==> config.mk <==
export PLATFORM = sky130hd
export DESIGN_NAME = approx_mult_pipe
export DESIGN_NICKNAME = d
export VERILOG_FILES = /design/src/rtl/approx_mult_pipe.sv
export SDC_FILE = /design/constraint.sdc
export NUM_CORES = 1
export LEC_CHECK = 0
export ABC_AREA = 1
export BUFFER_PORTS_ARGS = -buffer_cell sky130_fd_sc_hd__buf_4
export CAP_MARGIN = 20
export CORE_UTILIZATION = 30
export DETAILED_ROUTE_END_ITERATION = 8
export GPL_ROUTABILITY_DRIVEN = 0
export HOLD_SLACK_MARGIN = 0.08
export PLACE_DENSITY = 0.55
export SYNTH_ARGS = -nofsm -noshare
export SYNTH_HDL_FRONTEND = slang
export SYNTH_SLANG_ARGS = --single-unit
==> constraint.sdc <==
create_clock -name clk -period 3.4 [get_ports clk]
set_input_delay 0.68 -clock clk [delete_from_list [all_inputs] [get_ports clk]]
set_output_delay 0.68 -clock clk [all_outputs]
set_load 0.02 [all_outputs]
==> src/rtl/approx_mult_pipe.sv <==
// approx_mult_pipe: three-stage W x W unsigned multiplier built from 4x4 nibble
// tiles, with per-beat exact/approximate selection and full valid/ready backpressure.
module approx_mult_pipe #(
  parameter int W         = 8,
  parameter int DROP_DIAG = 1,
  parameter int TAG_W     = 4
) (
  input  logic             clk,
  input  logic             rst,
  input  logic             in_valid,
  output logic             in_ready,
  input  logic [W-1:0]     in_a,
  input  logic [W-1:0]     in_b,
  input  logic             in_mode,
  input  logic [TAG_W-1:0] in_tag,
  output logic             out_valid,
  input  logic             out_ready,
  output logic [2*W-1:0]   out_p,
  output logic [TAG_W-1:0] out_tag,
  output logic [15:0]      stat_approx_cnt
);
  localparam int N  = W / 4;
  localparam int PW = 2 * W;

  function automatic logic [15:0] sat_inc(input logic [15:0] v);
    return (v == 16'hFFFF) ? v : v + 16'd1;
  endfunction

  function automatic logic [7:0] tile_mul(input logic [3:0] x, input logic [3:0] y);
    return {4'd0, x} * {4'd0, y};
  endfunction

  logic             en;
  logic             vld_p0, vld_p1, vld_p2;
  logic [W-1:0]     a_p0, b_p0;
  logic             mode_p0;
  logic [TAG_W-1:0] tag_p0, tag_p1, tag_p2;
  logic [7:0]       tiles_c  [N*N];
  logic [7:0]       tiles_p1 [N*N];
  logic [PW-1:0]    sum_c, sum_p2;
  logic [15:0]      approx_cnt;

  // Whole pipe advances in lockstep; only a stalled valid output holds it.
  assign en              = ~vld_p2 | out_ready;
  assign in_ready        = en;
  assign out_valid       = vld_p2;
  assign out_p           = sum_p2;
  assign out_tag         = tag_p2;
  assign stat_approx_cnt = approx_cnt;

  always_ff @(posedge clk) begin
    if (rst) begin
      vld_p0     <= 1'b0;
      vld_p1     <= 1'b0;
      vld_p2     <= 1'b0;
      approx_cnt <= 16'd0;
    end else if (en) begin
      vld_p0 <= in_valid;
      vld_p1 <= vld_p0;
      vld_p2 <= vld_p1;
      if (in_valid && in_mode)
        approx_cnt <= sat_inc(approx_cnt);
    end
  end

  // ---- stage p0: operand capture ----
  always_ff @(posedge clk) begin
    if (en) begin
      a_p0    <= in_a;
      b_p0    <= in_b;
      mode_p0 <= in_mode;
      tag_p0  <= in_tag;
    end
  end

  // ---- stage p1: tile products, low diagonals masked in approximate mode ----
  always_comb begin
    tiles_c = '{default: '0};
    for (int i = 0; i < N; i++)
      for (int j = 0; j < N; j++)
        if (mode_p0 && (i + j) < DROP_DIAG)
          tiles_c[i*N+j] = 8'd0;
        else
          tiles_c[i*N+j] = tile_mul(a_p0[4*i +: 4], b_p0[4*j +: 4]);
  end

  always_ff @(posedge clk) begin
    if (en) begin
      tiles_p1 <= tiles_c;
      tag_p1   <= tag_p0;
    end
  end

  // ---- stage p2: weighted sum of tiles ----
  always_comb begin
    sum_c = '0;
    for (int k = 0; k < N*N; k++)
      sum_c = sum_c + (PW'(tiles_p1[k]) << (4 * ((k / N) + (k % N))));
  end

  always_ff @(posedge clk) begin
    if (en) begin
      sum_p2 <= sum_c;
      tag_p2 <= tag_p1;
    end
  end

endmodule
==> impl_metrics.py <==
metrics = {
    "global_route": {
        "first_global_vias": 3727,
        "track_usage_pct": 11.1,
        "grt_antenna_before_repair": 0,
        "grt_max_degree": 62,
        "grt.overflow.total": 0,
        "grt_pass1_wl_um": 17600,
    },
    "setup_path": {
        "critPathBufInv": 2,
        "critPathMaxFanout": 8,
        "cp.required_ns": 3.49,
        "rr_worst_depth": 11,
        "crit_path_cell_trace": "nand2_1, fa_1, fa_1, inv_1, fa_1, nand2_1, inv_1, o21ai_0, nand2_1, o21ai_0, a21oi_1",
        "reg2reg_from": "a_p0[0]",
        "crit_slowest_cell": "fa_1",
        "reg2reg_setup_slack_ns": 0.39,
        "worst-setup-path-type": "flop to flop",
        "end_kind": "flop",
        "slowest_delay_ns": 0.55,
        "cp.arrival_ns": 3.10,
        "worst_setup_path_start_kind": "flop",
        "cp_top_family": "adder cells",
        "r2r_end": "tiles_p1[30]",
    },
    "die": {
        "die_x_um": 142,
        "dieHeight_um": 142,
        "boundaryPins": 63,
        "fp-row-count": 50,
        "dieArea_um2": 20300,
        "core-area_um2": 19000,
        "start_util_pct": 31.1,
    },
    "timing": {
        "setup_tns_ns": 0,
        "setup_viol": 0,
        "finalHoldViolations": 0,
        "worst_pin_slew_ns": 0.430,
        "min_period_ns": 3.01,
        "fin_skew_ns": 0.00917,
        "rsz0062_at_grt": "false",
        "hold_ws_ns": 0.418,
        "finalCritPeriodShare_pct": 88.7,
        "slew_violations": 0,
        "slew_headroom_pct": 71.3,
        "max_freq_mhz": 332,
    },
    "synth": {
        "yosys-top-cells-count": "152 x nand2_1, 103 x inv_1, 77 x edfxtp_1, 57 x ha_1, 32 x nand3_1",
        "yosysSeqAreaShare_pct": 45.6,
        "synth_top_area_cell": "edfxtp_1",
        "synth_top_area_share_pct": 39.1,
        "synthesis.area_um2": 5910,
        "synth_cell_types": 29,
        "postSynthCellCount": 609,
        "syn-num-nets": 716,
        "yosys-top-cells-area": "edfxtp_1 39%, ha_1 12%, nand2_1 9.7%, fa_1 8.5%, inv_1 6.5%",
        "ys.flop_type": "edfxtp_1",
        "synth_most_common_cell": "nand2_1",
        "synth_seq_cells": 96,
        "ys_warn_count": 0,
        "synth_edf_count": 77,
        "avgSynthCellArea_um2": 9.71,
        "synth-async-reset-ratio_pct": 0,
    },
    "detailed_routing": {
        "drt-initial-drc-count": 184,
        "wl_per_cell_um": 11.3,
        "routed_via_density": 4.20,
        "firstDrtPassIters": 4,
        "drc": 0,
        "routed_wl_um": 10600,
        "antenna_left": 0,
        "vias": 3906,
    },
    "power_and_ir_drop": {
        "finalPower_mw": 3.95,
        "ir_worst_vdd_v": 0.000254,
        "powerDensity_nw_per_um2": 568,
        "leakagePower_nw": 3.51,
    },
    "clock_tree": {
        "cts_tree": "built",
        "worstSkewPairLatency_ns": 0.34,
        "cts_sinks": 96,
        "htreeDepth": 3,
        "cts_buffer_depth": 2,
        "post_cts_resized": 0,
        "cts_buffers": 9,
        "postCtsSetupRepairBufs": 0,
        "cts-hold-fix-buffers": 0,
        "root_buffer": "clkbuf_16",
        "clk_pin_slew_ns": 0.07,
    },
    "min_path": {
        "whs_path_depth": 0,
        "min_from": "tag_p1[2]",
        "hold_path.class": "flop to flop",
        "min_to": "out_tag[2]",
    },
    "layout": {
        "drive_gt1_share_pct": 15.6,
        "antennaDiodeCount": 0,
        "nets": 773,
        "area_delta_synth_final_pct": 17.7,
        "finalInstanceArea_um2": 6960,
    },
    "placement": {
        "dpl-instance-area_um2": 6650,
        "dp_hpwl_um": 8160,
        "port_buffers": 62,
    },
    "run_status": {
        "outcome": "complete, no violations",
    },
    "job": {
        "maxCapViolCount": 0,
    },
}
## where the power goes
part,internal [mW],total [mW],switching [mW]
registers,1.55,1.65,0.0988
clock network,0.646,1.08,0.435
logic,0.520,1.22,0.698
## registers in the layout (all words and copies together) (netlist names)
name,count
tiles_p1,32
tag_p1,4
vld_p0,1
stat_approx_cnt,16
vld_p1,1
out_p,16
tag_p0,4
out_valid,1
mode_p0,1
out_tag,4
b_p0,8
a_p0,8
## worst register-to-register path: stages, from the launching register on
cell and delay, ns:
edfxtp_1 0.50, nand2_1 0.13, fa_1 0.53, fa_1 0.55, inv_1 0.07, fa_1 0.43, nand2_1 0.08, inv_1 0.04
o21ai_0 0.14, nand2_1 0.08, o21ai_0 0.14, a21oi_1 0.06
## how the worst max path moves through the flow
stage,cells after the start,to,start
floorplan,12,tiles_p1[30],a_p0[0]
CTS,11,tiles_p1[30],a_p0[0]
global route,11,tiles_p1[30],a_p0[0]
global placement,11,tiles_p1[30],a_p0[0]
finish,11,tiles_p1[30],a_p0[0]
detailed placement,11,tiles_p1[30],a_p0[0]
## routing by layer
| layer | vias to the layer above | routed length [um] | GRT usage [%] |
|---|---|---|---|
| li1 | 2049 | - | - |
| met1 | 1791 | 5120 | 14.4 |
| met2 | 57 | 4850 | 17.9 |
| met3 | 9 | 448 | 2.99 |
| met4 | 0 | 135 | 3.51 |
| met5 | - | 0 | 0 |
## area by class of cell
type                    instances  area, um2
repair buffers                 65        500
multi-input cells             386       2720
fillers                      1966      12100
flip-flops and latches         96       2690
clock buffers                  11        233
inverters                     108        413
well taps                     260        325
clock inverters                 5       80.1
## cell usage in the layout, fill, tap and decap left out, drive strengths merged, types with 6 or more instances in the layout
cell / count
nand2: 157
inv: 106
edfxtp: 77
buf: 65
ha: 57
nor2: 38
nand3: 32
a21oi: 31
fa: 25
dfxtp: 19
xor2: 17
clkbuf: 11
o21ai: 10
xnor2: 6
## metrics by stage
stage	cells	util, %	worst slack [ns]
3_3_place_gp	915	34.9	0.488
4_1_cts	931	36.6	0.368
2_1_floorplan	609	-	0.512
6_report	931	36.6	0.386
5_1_grt	931	36.6	0.166
3_5_place_dp	915	34.9	0.369
## cell families (layout without fill, tap and decap cells)
kind of cell	count (synthesis)	in the layout	synth area share (%)
AND/OR/NAND/NOR	236	236	17.4
XOR/XNOR	23	23	3.41
AO/OA/AOI/OAI	45	45	4.61
flip-flops	96	96	45.6
adder cells (fa/ha/maj)	82	82	20.5
buffers and inverters	127	189	8.51
(Power assumes the default switching activity.)
